[src/rtl/ra_stack_pkg.sv]
// Shared types and constants for the return-address shadow stack.
package ra_stack_pkg;

  typedef enum logic [0:0] {
    RUN   = 1'b0,
    FAULT = 1'b1
  } state_t;

  localparam int OVF_DROP = 0;
  localparam int OVF_WRAP = 1;

endpackage

[src/rtl/ra_stack_regs.sv]
// Flop array holding the return addresses: one write port, one combinational read port.
module ra_stack_regs
  import ra_stack_pkg::*;
#(
  parameter  int XLEN  = 32,
  parameter  int DEPTH = 16,
  localparam int AW    = $clog2(DEPTH)
) (
  input  logic            clk,
  input  logic            rst,
  input  logic            we,
  input  logic [AW-1:0]   waddr,
  input  logic [XLEN-1:0] wdata,
  input  logic [AW-1:0]   raddr,
  output logic [XLEN-1:0] rdata
);

  logic [XLEN-1:0] mem_r [DEPTH];

  // Storage update: reset wipes every entry, otherwise a single write per cycle
  always_ff @(posedge clk) begin
    if (rst) begin
      for (int i = 0; i < DEPTH; i++) begin
        mem_r[i] <= {XLEN{1'b0}};
      end
    end else if (we) begin
      mem_r[waddr] <= wdata;
    end
  end

  assign rdata = mem_r[raddr];

endmodule

[src/rtl/ra_shadow_stack.sv]
// Return-address shadow stack: checks each return target against the recorded call site.
module ra_shadow_stack
  import ra_stack_pkg::*;
#(
  parameter  int XLEN     = 32,
  parameter  int DEPTH    = 16,
  parameter  int OVF_MODE = 0,
  localparam int CW       = $clog2(DEPTH + 1),
  localparam int AW       = $clog2(DEPTH)
) (
  input  logic            clk,
  input  logic            Rst,
  input  logic            ena,
  input  logic            hold,
  input  logic            push,
  input  logic            pop,
  input  logic [XLEN-1:0] push_data,
  input  logic [XLEN-1:0] pop_target,
  input  logic            clr_err,
  output logic [XLEN-1:0] top,
  output logic [CW-1:0]   count,
  output logic            stack_full,
  output logic            stack_empty,
  output logic            stack_mismatch,
  output logic            overflow,
  output logic            underflow,
  output logic            trap_req
);

  state_t          state_r;
  logic [AW-1:0]   sp_r;
  logic [CW-1:0]   count_r;
  logic            mismatch_r;
  logic            overflow_r;
  logic            underflow_r;
  logic            trap_r;

  logic            eff_s;
  logic            full_s;
  logic            empty_s;
  logic            differ_s;
  logic            we_s;
  logic [AW-1:0]   waddr_s;
  logic [AW-1:0]   raddr_s;
  logic [XLEN-1:0] rdata_s;
  logic [XLEN-1:0] top_s;

  ra_stack_regs #(
    .XLEN  (XLEN),
    .DEPTH (DEPTH)
  ) u_regs (
    .clk   (clk),
    .rst   (Rst),
    .we    (we_s),
    .waddr (waddr_s),
    .wdata (push_data),
    .raddr (raddr_s),
    .rdata (rdata_s)
  );

  // Operation qualification, top-of-stack view and array write port steering
  always_comb begin
    eff_s    = (state_r == RUN) && ena && !hold && !clr_err;
    full_s   = (count_r == CW'(DEPTH));
    empty_s  = (count_r == {CW{1'b0}});
    raddr_s  = sp_r - AW'(1);
    if (empty_s) begin
      top_s = {XLEN{1'b0}};
    end else begin
      top_s = rdata_s;
    end
    differ_s = (top_s != pop_target);
    we_s     = 1'b0;
    waddr_s  = sp_r;
    if (eff_s && push) begin
      if (pop && !empty_s) begin
        // Call and return in one cycle replace the top entry in place
        we_s    = 1'b1;
        waddr_s = raddr_s;
      end else if (!full_s || (OVF_MODE == OVF_WRAP)) begin
        we_s = 1'b1;
      end else begin
        we_s = 1'b0;
      end
    end else begin
      we_s = 1'b0;
    end
  end

  // Pointer, count, FSM, sticky flags and the trap pulse
  always_ff @(posedge clk) begin
    if (Rst) begin
      state_r     <= RUN;
      sp_r        <= {AW{1'b0}};
      count_r     <= {CW{1'b0}};
      mismatch_r  <= 1'b0;
      overflow_r  <= 1'b0;
      underflow_r <= 1'b0;
      trap_r      <= 1'b0;
    end else begin
      trap_r <= 1'b0;
      if (clr_err) begin
        state_r     <= RUN;
        mismatch_r  <= 1'b0;
        overflow_r  <= 1'b0;
        underflow_r <= 1'b0;
      end else if (eff_s) begin
        case ({push, pop})
          2'b10: begin
            if (!full_s) begin
              sp_r    <= sp_r + AW'(1);
              count_r <= count_r + CW'(1);
            end else begin
              overflow_r <= 1'b1;
              if (OVF_MODE == OVF_WRAP) begin
                sp_r <= sp_r + AW'(1);
              end
            end
          end
          2'b01: begin
            if (!empty_s) begin
              sp_r    <= sp_r - AW'(1);
              count_r <= count_r - CW'(1);
              if (differ_s) begin
                mismatch_r <= 1'b1;
                trap_r     <= 1'b1;
                state_r    <= FAULT;
              end
            end else begin
              underflow_r <= 1'b1;
            end
          end
          2'b11: begin
            if (!empty_s) begin
              if (differ_s) begin
                mismatch_r <= 1'b1;
                trap_r     <= 1'b1;
                state_r    <= FAULT;
              end
            end else begin
              sp_r        <= sp_r + AW'(1);
              count_r     <= count_r + CW'(1);
              underflow_r <= 1'b1;
            end
          end
          default: begin
            sp_r <= sp_r;
          end
        endcase
      end
    end
  end

  assign top            = top_s;
  assign count          = count_r;
  assign stack_full     = full_s;
  assign stack_empty    = empty_s;
  assign stack_mismatch = mismatch_r;
  assign overflow       = overflow_r;
  assign underflow      = underflow_r;
  assign trap_req       = trap_r;

endmodule

[config.mk]
export PLATFORM = sky130hd
export DESIGN_NAME = ra_shadow_stack
export DESIGN_NICKNAME = d
export VERILOG_FILES = /design/src/rtl/ra_stack_pkg.sv /design/src/rtl/ra_stack_regs.sv /design/src/rtl/ra_shadow_stack.sv
export SDC_FILE = /design/constraint.sdc
export NUM_CORES = 1
export LEC_CHECK = 0
export ABC_CLOCK_PERIOD_IN_PS = 4500
export BUFFER_PORTS_ARGS = -buffer_cell sky130_fd_sc_hd__clkbuf_2
export CORE_MARGIN = 2
export CORE_UTILIZATION = 30
export DETAILED_ROUTE_END_ITERATION = 10
export HOLD_SLACK_MARGIN = 0.05
export PLACE_DENSITY = 0.45
export SLEW_MARGIN = 0
export SYNTH_ARGS = -nofsm -noshare
export SYNTH_HDL_FRONTEND = slang
export SYNTH_SLANG_ARGS = --single-unit
export TNS_END_PERCENT = 100
[constraint.sdc]
create_clock -name clk -period 4.5 [get_ports clk]
set_clock_uncertainty 0.2 [all_clocks]
set_input_delay 0.675 -clock clk [delete_from_list [all_inputs] [get_ports clk]]
set_output_delay 0.675 -clock clk [all_outputs]
set_load 0.01 [all_outputs]
==> After elaboration in Yosys (flattened, before gate mapping) <==
Memories as Yosys holds them, arrays and structs flattened.
Index checks and enable logic that the tools add are counted.
{ "classes": {"n_addsub": 4, "multipliers": 0, "div_mod_pow": 0, "magnitude_cmp": 0, "n_eq_ne": 8, "shifts": 0, "n_mux": 23, "bitwise": 5, "n_reduce_logical": 18} }
{ "op_table": {"columns": ["cell", "n"], "rows": [
  ["2-to-1 mux 32 bit", 2],
  ["inequality test 32 bit", 1],
  ["OR reduction 32 bit", 1],
  ["2-to-1 mux 4 bit", 6],
  ["2-to-1 mux 5 bit", 3],
  ["case mux 5 bit (3 select lines)", 1],
  ["case mux 4 bit (3 select lines)", 1],
  ["2-to-1 mux 1 bit", 10],
  ["inequality test 2 bit, second input constant", 3],
  ["AND reduction 3 bit", 2],
  ["AND reduction 6 bit", 1],
  ["adder 5 x 1 -> 5 bit, second input constant", 1],
  ["== test 5 bit, second input constant", 1],
  ["logical AND 1 bit", 5],
  ["zero test 5 bit", 1],
  ["inverter 1 bit", 5],
  ["OR reduction 5 bit", 1],
  ["subtractor 5 x 1 -> 5 bit, second input constant", 1],
  ["adder 4 x 1 -> 4 bit, second input constant", 1],
  ["== test 2 bit, second input constant", 2],
  ["AND reduction 4 bit", 1],
  ["OR reduction 2 bit", 2],
  ["subtractor 4 x 1 -> 4 bit, second input constant", 1],
  ["zero test 1 bit", 3],
  ["other kinds (2)", 2]
]} }
{ "totals": {"ff_bits": 13, "latchBits": 0, "ramBits": 512, "rom_bits": 0, "output_inout_bits": 43, "wordCells": 65, "n_memories": 1} }
{ "memory_table": {"columns": ["name", "depth", "word_bits", "read_ports", "rd_clocked_by_memory_dff", "write_ports", "line_no", "text"], "rows": [
  ["u_regs.mem_r", 16, 32, 1, 0, 16, "ra_stack_regs.sv:18", "logic [XLEN-1:0] mem_r [DEPTH];"]
]} }

==> Logic depth before layout (Yosys ltp) <==
Gate-level depths: netlist (run 1).
{ "logic_depth": {"ltp_word": 11, "mapped_depth": 18, "depth_no_buf": 11} }

==> By module <==
From an unflattened synthesis (run 1), not the netlist that was laid out.
{ "hier_totals": {"hier_cells": 1657, "hier_area_um2": 24787.5} }
{ "by_module_without_submodules": {"columns": ["module", "n_inst", "cells_per_inst", "area_per_inst_um2"], "rows": [
  ["ra_stack_regs", 1, 1416, 22909.5],
  ["ra_shadow_stack", 1, 241, 1878.1]
]} }

==> Worst setup path before layout (run 1) <==
No wires, ideal clock.
{ "synth_timing": {"path_type": "register to register", "start": "register sp_r[0]", "end": "register mismatch_r (netlist: stack_mismatch)", "setup_time_ps": 127, "arrival_ps": 3645, "t_required_ps": 4173, "slack_ps": 528, "path_stages_with_launch": 19, "path_buffers": 7, "cell_sequence": "dfxtp_1 > buf_4 > buf_4 > buf_2 > inv_1 > ha_1 > buf_2 > buf_2 > buf_4 > clkbuf_1 > mux4_2 > mux2i_1 > nand2_1 > o21ai_1 > nor3_1 > nor4b_1 > nand4_1 > nor4_2 > o31ai_1"} }
{ "synth_between": {"elab_chain_cells": 5} }
{ "synth_rtl": {"columns": ["element", "line_no", "text"], "rows": [
  ["from (decl)", "ra_shadow_stack.sv:31", "logic [AW-1:0] sp_r;"],
  ["from (signal assigned)", "ra_shadow_stack.sv:94", "sp_r <= {AW{1'b0}};"],
  ["from (signal assigned)", "ra_shadow_stack.sv:111", "sp_r <= sp_r + AW'(1);"],
  ["from (signal assigned)", "ra_shadow_stack.sv:116", "sp_r <= sp_r + AW'(1);"],
  ["subtractor 4 x 1 -> 4 bit", "ra_shadow_stack.sv:66", "raddr_s = sp_r - AW'(1);"],
  ["memory (16 x 32 bit)", null, null],
  ["2-to-1 mux 32 bit", "ra_shadow_stack.sv:67", "if (empty_s) begin"],
  ["inequality test 32 bit", "ra_shadow_stack.sv:72", "differ_s = (top_s != pop_target);"],
  ["AND reduction 4 bit (no source line)", null, null],
  ["to (signal assigned)", "ra_shadow_stack.sv:96", "mismatch_r <= 1'b0;"],
  ["to (signal assigned)", "ra_shadow_stack.sv:104", "mismatch_r <= 1'b0;"],
  ["to (signal assigned)", "ra_shadow_stack.sv:125", "mismatch_r <= 1'b1;"],
  ["to (decl)", "ra_shadow_stack.sv:33", "logic mismatch_r;"]
]} }
Every way passes these cells.
A chain may end at the register's enable or synchronous reset.

==> Worst setup path after layout (run 1) <==
{ "layout_timing": {"start": "register sp_r[0]", "end": "output top[31]"} }
{ "layout_between": {"elab_chain_cells": 3} }
{ "layout_rtl": {"columns": ["element", "line_no", "text"], "rows": [
  ["subtractor 4 x 1 -> 4 bit", "ra_shadow_stack.sv:66", null],
  ["memory (16 x 32 bit)", null, null],
  ["2-to-1 mux 32 bit", "ra_shadow_stack.sv:67", null],
  ["to (decl)", "ra_shadow_stack.sv:20", "output logic [XLEN-1:0] top,"]
]} }
Every way passes these cells.

==> results.json, run 1 <==
{
  "setup_violations": 0,
  "power_leakage_nw": 10.7,
  "hpwlAfterDp_mm": 45.6,
  "dr.pass1.iters": 5,
  "htreeDepth": 2,
  "ys_async_sr_fraction": 0,
  "synth_top_family_by_area": "simple AND/OR/NAND/NOR gates",
  "drt-vias-per-instance": 4.94,
  "clock_sinks": 525,
  "pre_cts_slack_ps": 182,
  "fin_area_um2": 29200,
  "required_ps": 3620,
  "rsz0062_at_grt": "false",
  "wire_per_inst_um": 26.9,
  "crit_family": "buffers and inverters",
  "core_um2": 82400,
  "row_count": 105,
  "max_freq_mhz": 231,
  "ant_nets": 0,
  "clk_path_buf_depth": 3,
  "maxCapViolCount": 0,
  "min_to": "underflow",
  "synthToLayoutAreaGrowth_pct": 16.9,
  "fin_hold_ws_ps": 99.6,
  "place_area_um2": 27300,
  "finalHoldViolCount": 0,
  "syn_inst": 1684,
  "ctsResizeCount": 0,
  "cp_common_cell": "nand2_1",
  "maxSlewHeadroom": 0.119,
  "synth-xor-area-share": 0.00875,
  "grt_overflow": 0,
  "fin_nets": 1876,
  "grt_pass1_vias": 15200,
  "synth_seq_area_share": 0.625,
  "ys.flop_type": "edfxtp_1",
  "root_buffer": "clkbuf_16",
  "io_pins": 114,
  "cpPeakStageDelay_ps": 480,
  "initial_utilization": 0.304,
  "avgSynthCellArea_um2": 14.9,
  "drive_gt1_frac": 0.264,
  "tightest_slew_ps": 1320,
  "powerDensity_nw_per_um2": 391,
  "clk_latency_ps": 630,
  "period_share": 0.960,
  "min_from": "clr_err",
  "die_y_um": 293,
  "io_buffers": 113,
  "arrival_ps": 3450,
  "worst_setup_path_end_kind": "output port",
  "hold_depth": 2,
  "syn_nets": 1761,
  "fin_util": 0.355,
  "final_common_cell": "and2_1",
  "min_path_type": "primary input to flip-flop",
  "layout_setup_ws_ps": 178,
  "drv_slew": 0,
  "muxShareOfSynthArea": 0.154,
  "dr_total_vias": 14400,
  "yosys_register_bits": 525,
  "most-common-layout-cells": "and2_1, edfxtp_1, mux4_2",
  "clk_pin_slew_ps": 60,
  "crit_chain": "inv_1 > ha_4 > buf_12 > buf_4 > mux4_2 > mux2i_1 > nand2_1 > nand2_1 > nor2_1 > clkbuf_2",
  "dp_cells": 2808,
  "yosys.area_share.simple": 0.165,
  "wirelength_mm": 78.7,
  "grt_usage": 0.184,
  "synth-compound-area-share": 0.0174,
  "worst_r2r_path_depth": 12,
  "antenna_found_initial": 7,
  "path_max_fanout": 46,
  "cts_hold_buffers": 0,
  "drc_errors": 0,
  "die_w_um": 293,
  "crit_slowest_cell": "mux2i_1",
  "gp_congestion": 0.746,
  "tns_ps": 0,
  "cts_buffers": 59,
  "grt_pass1_wl_mm": 112,
  "crit_type": "flip-flop to output port",
  "drtIter0Drc": 1161,
  "cts_setup_buffers": 0,
  "grt_start_max_net_pins": 50,
  "mappedNetlistArea_um2": 25000,
  "status": "finished, final reports clean",
  "synth_edf_count": 512,
  "tritoncts": "yes",
  "ys_types": 46,
  "timing.rr.start": "sp_r[0]",
  "p_total_mw": 11.4,
  "synth_fa_ha_area_frac": 0.00330,
  "start_kind": "flip-flop",
  "peakVddDrop_mv": 0.333,
  "ff2ff_setup_slack_ps": 260,
  "fin_cells": 2920,
  "r2r-end": "stack_mismatch",
  "worst-path-buf-inv": 4,
  "yosysWarnings": 0,
  "period_minus_slack_ps": 4320,
  "die_area_um2": 85700
}
-- worst register-to-register path: stages (launching register included) --
cell     delay (ps)
dfxtp_4         410
inv_1           140
ha_4            320
buf_12          290
buf_4           340
mux4_2          330
mux2i_1         150
mux2_2          310
a21oi_1         100
o31ai_1         820
nand4_1         270
nor4_2          360
o31ai_1          90
-- logic make-up after synthesis --
group                      count (synthesis)
adders and majority gates                  6
buffers and inverters                    145
AOI/OAI and AO/OA                         67
muxes                                    221
xor gates and xnor gates                  25
DFF                                      525
and+or+nand+nor                          695
-- power breakdown --
part | leakage (nW) | switching [mW] | internal (mW)
sequential | 5.39 | 0.0445 | 5.51
combinational | 4.38 | 0.672 | 0.416
clock | 0.936 | 2.01 | 2.77
-- cell type report --
type | count | area, um2
flip-flops and latches | 525 | 15600
fillers | 7741 | 53100
inverters | 11 | 41.3
multi-input cells | 1014 | 8900
clock inverters | 34 | 299
repair buffers | 188 | 1430
diodes | 1 | 2.50
clock buffers | 77 | 1600
well taps | 1070 | 1340
-- cell usage after synthesis, drive strengths merged (3+ instances only) --
| cell type | number | area [um2] |
|---|---|---|
| nand4b | 5 | 43.8 |
| nor2 | 60 | 225 |
| a31oi | 6 | 37.5 |
| inv | 11 | 41.3 |
| mux4 | 128 | 2880 |
| nand3 | 7 | 35.0 |
| buf | 35 | 235 |
| clkbuf | 99 | 372 |
| o21ai | 15 | 75.1 |
| ha | 5 | 62.6 |
| mux2i | 54 | 541 |
| nor3 | 30 | 155 |
| nor2b | 3 | 18.8 |
| o31ai | 6 | 45.0 |
| nand4 | 3 | 18.8 |
| xor2 | 15 | 131 |
| mux2 | 39 | 439 |
| nand2b | 10 | 62.6 |
| edfxtp | 512 | 15400 |
| a211oi | 3 | 22.5 |
| dfxtp | 13 | 260 |
| nand2 | 21 | 78.8 |
| a21oi | 17 | 85.1 |
| a32oi | 13 | 114 |
| nor4 | 4 | 31.3 |
| or2 | 23 | 144 |
| and2 | 515 | 3220 |
| or3 | 8 | 50.1 |
| xnor2 | 10 | 87.6 |
-- worst max-delay path by stage --
stage / startpoint / end / slack (ps) / cells after the start
3_5_place_dp: sp_r[0] / stack_mismatch / 180 / 12
5_1_grt: sp_r[0] / trap_req / 40 / 12
3_3_place_gp: sp_r[0] / stack_mismatch / 160 / 12
4_1_cts: sp_r[0] / top[31] / 180 / 10
6_report: sp_r[0] / top[31] / 180 / 10
2_1_floorplan: sp_r[0] / stack_mismatch / 530 / 18
-- routing by layer --
metal | vias up | global-route usage | routed length [um]
li1 | 6428 | - | -
met1 | 7519 | 0.232 | 32900
met2 | 373 | 0.321 | 39800
met3 | 112 | 0.0354 | 4030
met4 | 6 | 0.0519 | 1950
met5 | - | 0 | 47
-- registers in the layout, summed over array words and instances, names as in the netlist --
name and count:
overflow 1, count 5, trap_req 1, underflow 1, sp_r 4, stack_mismatch 1, u_regs.mem_r 512
(Power assumes the default switching activity.)
==> run 2: changes to the inputs <==
==> constraint.sdc (replaced) <==
create_clock -name clk -period 4.5 [get_ports clk]
set_clock_uncertainty 0.2 [all_clocks]
set_input_delay 0.45 -clock clk [delete_from_list [all_inputs] [get_ports clk]]
set_output_delay 0.45 -clock clk [all_outputs]
set_load 0.01 [all_outputs]
==> results.json, run 2 (same netlist as run 1, synthesis figures left out) <==
{
  "largest_reg_flops": 512,
  "clk_latency_ps": 630,
  "pre_cts_slack_ps": 269,
  "power.internal_mw": 8.60,
  "most-common-layout-cells": "and2_1, edfxtp_1, mux4_2",
  "critPathCapture": "stack_mismatch",
  "drive_gt1_frac": 0.260,
  "hpwlAfterDp_mm": 45.8,
  "setup_violations": 0,
  "status": "finished, final reports clean",
  "power.share.sequential": 0.492,
  "crit_chain": "inv_1 > ha_4 > buf_12 > buf_12 > mux4_2 > mux2_2 > mux2i_1 > a21oi_1 > o31ai_1 > nand4_1 > nor4_2 > o31ai_1",
  "maxSlewHeadroom": 0.324,
  "fin_hold_ws_ps": 95.0,
  "grt_pass1_wl_mm": 116,
  "multi_input_area_um2": 8900,
  "antenna_found_initial": 9,
  "io_buffers": 113,
  "wirelength_mm": 81.2,
  "grt_start_max_net_pins": 52,
  "timing.rr.start": "sp_r[0]",
  "arrival_ps": 4560,
  "critPathLaunch": "sp_r[0]",
  "tns_ps": 0,
  "wire_per_inst_um": 27.8,
  "ctsResizeCount": 0,
  "place_area_um2": 27300,
  "worst_setup_path_end_kind": "flip-flop",
  "path_max_fanout": 38,
  "worst-path-buf-inv": 3,
  "fillCellCount": 7767,
  "die_area_um2": 85700,
  "layout_setup_ws_ps": 230,
  "p_sw_mw": 2.70,
  "peakVddDrop_mv": 0.314,
  "grt_pass1_vias": 15000,
  "grt_overflow": 0,
  "die_w_um": 293,
  "seqCellArea_um2": 15600,
  "die_y_um": 293,
  "rsz0062_at_grt": "false",
  "synthToLayoutAreaGrowth_pct": 16.6,
  "cpPeakStageDelay_ps": 670,
  "clk_pin_slew_ps": 60,
  "crit_cells": 12,
  "required_ps": 4790,
  "htreeDepth": 2,
  "fin_util": 0.354,
  "crit_slowest_cell": "o31ai_1",
  "r2r-end": "stack_mismatch",
  "worst_r2r_path_depth": 12,
  "tritoncts": "yes",
  "period_minus_slack_ps": 4270,
  "final_common_cell": "and2_1",
  "grt_usage": 0.190,
  "min_path_type": "primary input to flip-flop",
  "ant_nets": 0,
  "switching_share": 0.239,
  "cts_buffers": 58,
  "fin_nets": 1879,
  "max_freq_mhz": 234,
  "crit_type": "flip-flop to flip-flop",
  "crit_family": "compound AO/OA/AOI/OAI gates",
  "regMostFlops": "u_regs.mem_r",
  "finalHoldViolCount": 0,
  "dr_total_vias": 14500,
  "clk_path_buf_depth": 3,
  "maxCapViolCount": 0,
  "drt-vias-per-instance": 4.97,
  "root_buffer": "clkbuf_16",
  "initial_utilization": 0.304,
  "drtIter0Drc": 1181,
  "gp_congestion": 0.784,
  "start_kind": "flip-flop",
  "ff2ff_setup_slack_ps": 230,
  "power.clock.fraction": 0.412,
  "powerDensity_nw_per_um2": 387,
  "io_pins": 114,
  "row_count": 105,
  "dr.pass1.iters": 5,
  "power_leakage_nw": 10.7,
  "clock_sinks": 525,
  "pwr-share-comb": 0.096,
  "tightest_slew_ps": 1010,
  "core_um2": 82400,
  "fin_area_um2": 29200,
  "period_share": 0.949,
  "drc_errors": 0,
  "drv_slew": 0
}
==> run 2: cell count changes in the layout (fill, tap and decap cells not counted), sizes merged <==
cell / previous run / this run
clkinvlp: 1 / 2
bufinv: 5 / 4
buf: 75 / 76
inv: 12 / 11
clkbuf: 190 / 192
diode: 1 / 6
dlygate4sd3: 0 / 3
clkinv: 27 / 16
==> run 2: per-stage QoR <==
stage               power (mW)  std cells
detailed placement        6.76       2809
floorplan                 6.26       1684
global route              11.7       2916
finish                    11.3       2919
global placement          6.74       2809
CTS                       11.4       2913
==> run 2: worst min path at each step <==
stage | startpoint | to | slack (ps) | cells past startpoint
finish | push_data[28] | u_regs.mem_r[6][28] | 100 | 2
global route | push_data[23] | u_regs.mem_r[15][23] | 120 | 2
CTS | push_data[27] | u_regs.mem_r[6][27] | 60 | 2
detailed placement | stack_mismatch | stack_mismatch | 340 | 2
global placement | stack_mismatch | stack_mismatch | 340 | 2
floorplan | stack_mismatch | stack_mismatch | 290 | 2
==> run 2: metal layers <==
metal / global-route usage / part of all wire
met5: 0 / 0.00030
met4: 0.0470 / 0.021
met3: 0.0237 / 0.043
met2: 0.326 / 0.50
met1: 0.254 / 0.44
==> run 2: worst register-to-register path: cells and delay by family, from the launching register on <==
| kind | cells | cell delay, ps |
|---|---|---|
| DFF | 1 | 490 |
| AOI/OAI and AO/OA | 3 | 850 |
| adders and majority gates | 1 | 330 |
| and+or+nand+nor | 2 | 690 |
| buffers and inverters | 3 | 740 |
| muxes | 3 | 840 |
==> run 2: final cells by class <==
cell class | count | area share
inverters | 11 | 0.00142
clock inverters | 22 | 0.00811
diodes | 6 | 0.000515
flip-flops and latches | 525 | 0.536
well taps | 1070 | 0.0459
clock buffers | 79 | 0.0543
repair buffers | 192 | 0.0486
multi-input cells | 1014 | 0.305
==> run 2: what timing repair did <==
action	4_1_cts	5_1_grt
setup buffers	0	0
hold buffers	3	0
endpoints found under the hold margin	4	0
==> run 2: power groups by stage <==
stage,Sequential [mW],Combinational (mW),Clock (mW)
after detailed placement,5.66,1.10,0
after global routing,5.57,1.16,4.92
after global placement,5.66,1.09,0
after floorplan,5.64,0.619,0
after CTS,5.56,1.10,4.77
final,5.56,1.08,4.66
==> run 3: changes to the inputs <==
--- a/config.mk
+++ b/config.mk
@@ -7,6 +7,7 @@
 export LEC_CHECK = 0
 export ABC_CLOCK_PERIOD_IN_PS = 4500
 export BUFFER_PORTS_ARGS = -buffer_cell sky130_fd_sc_hd__clkbuf_2
+export CORE_ASPECT_RATIO = 0.8
 export CORE_MARGIN = 2
 export CORE_UTILIZATION = 30
 export DETAILED_ROUTE_END_ITERATION = 10
==> results.json, run 3 (same netlist as run 1, synthesis figures left out) <==
{
  "powerDensity_nw_per_um2": 380,
  "ff2ff_setup_slack_ps": 300,
  "root_buffer": "clkbuf_16",
  "drc_errors": 0,
  "grt_pass1_vias": 15000,
  "synthToLayoutAreaGrowth_pct": 16.7,
  "drive_gt1_frac": 0.262,
  "largest_reg_flops": 512,
  "worst_r2r_path_depth": 13,
  "min_path_type": "primary input to flip-flop",
  "setup_violations": 0,
  "clk_pin_slew_ps": 60,
  "finalHoldViolCount": 0,
  "io_buffers": 113,
  "grt_usage": 0.184,
  "status": "finished, final reports clean",
  "ant_nets": 0,
  "worst_setup_path_end_kind": "flip-flop",
  "clk_path_buf_depth": 3,
  "htreeDepth": 2,
  "pre_cts_slack_ps": -543,
  "drtIter0Drc": 1361,
  "grt_start_max_net_pins": 44,
  "row_count": 94,
  "hpwlAfterDp_mm": 45.9,
  "layout_setup_ws_ps": 301,
  "regMostFlops": "u_regs.mem_r",
  "start_kind": "flip-flop",
  "dr_total_vias": 14600,
  "wirelength_mm": 79.2,
  "clock_sinks": 525,
  "gp_congestion": 0.785,
  "path_max_fanout": 16,
  "period_minus_slack_ps": 4200,
  "dr.pass1.iters": 5,
  "die_w_um": 327,
  "clk_latency_ps": 630,
  "max_freq_mhz": 238,
  "initial_utilization": 0.303,
  "die_area_um2": 85700,
  "required_ps": 4790,
  "period_share": 0.933,
  "min_from": "push_data[29]",
  "core_um2": 82400,
  "tritoncts": "yes",
  "fin_util": 0.354,
  "die_y_um": 262,
  "tightest_slew_ps": 1020,
  "grt_pass1_wl_mm": 113,
  "tns_ps": 0,
  "grt_overflow": 0,
  "power_leakage_nw": 10.7,
  "fillCellCount": 7829,
  "drv_slew": 0,
  "maxCapViolCount": 0,
  "maxSlewHeadroom": 0.317,
  "fin_nets": 1887,
  "timing.rr.start": "sp_r[0]",
  "rsz0062_at_grt": "false",
  "r2r-end": "stack_mismatch",
  "min_to": "u_regs.mem_r[0][29]",
  "peakVddDrop_mv": 0.255,
  "crit_type": "flip-flop to flip-flop",
  "antenna_found_initial": 5,
  "drt-vias-per-instance": 4.93,
  "hold_depth": 2,
  "cts_buffers": 57,
  "most-common-layout-cells": "and2_1, edfxtp_1, mux4_2",
  "arrival_ps": 4490,
  "wire_per_inst_um": 26.8,
  "final_common_cell": "and2_1",
  "io_pins": 114
}
==> run 3: worst max path at each step <==
stage,to,depth (start not counted),from,slack (ps)
finish,stack_mismatch,13,sp_r[0],300
floorplan,stack_mismatch,18,sp_r[0],530
detailed placement,stack_mismatch,13,sp_r[0],-540
CTS,stack_mismatch,13,sp_r[0],300
global placement,stack_mismatch,13,sp_r[0],-520
global route,stack_mismatch,14,sp_r[0],20
==> run 3: stage by stage <==
| step | cells | hold WS (ps) | area (um2) | total power [mW] |
|---|---|---|---|---|
| finish | 2959 | 105 | 29200 | 11.1 |
| global placement | 2850 | 300 | 27400 | 6.76 |
| global route | 2956 | 101 | 29200 | 11.5 |
| detailed placement | 2850 | 291 | 27400 | 6.77 |
| CTS | 2956 | 65.8 | 29200 | 11.2 |
| floorplan | 1684 | 294 | 25000 | 6.26 |
==> run 3: area by class of cell <==
cell class | count | area (um2) | area share
flip-flops and latches | 525 | 15600 | 0.536
multi-input cells | 1014 | 8920 | 0.306
repair buffers | 201 | 1500 | 0.0512
clock buffers | 68 | 1470 | 0.0503
well taps | 1104 | 1380 | 0.0473
clock inverters | 33 | 245 | 0.00840
inverters | 11 | 41.3 | 0.00141
diodes | 3 | 7.51 | 0.000257
==> run 3: critical path, cell delays in order, from the launching register on <==
cell     delay [ps]
dfxtp_4         360
inv_1           100
ha_4            400
buf_12          200
buf_4           280
buf_4           240
mux4_2          300
mux2_2          280
o21ai_1         230
nor3_1          120
nor4b_4         440
nand4_1         340
nor4_4          460
o31ai_1         100
==> run 3: layer usage <==
layer | vias up | global-route usage | share of wire
met3 | 87 | 0.0360 | 0.063
met4 | 0 | 0.0399 | 0.018
met5 | - | 0 | 0
met2 | 442 | 0.275 | 0.44
li1 | 6444 | - | -
met1 | 7626 | 0.277 | 0.48
==> run 3: report_power, final <==
part           switching, mW  internal [mW]
registers             0.0461           5.51
logic                  0.680          0.420
clock network           1.97           2.48
==> run 3: timing repair <==
item / 4_1_cts / 5_1_grt
hold buffers: 3 / 0
hold endpoints to repair: 4 / 0
setup endpoints to repair: 2 / 0
resized for setup: 3 / 0
buffers inserted: 2 / 0
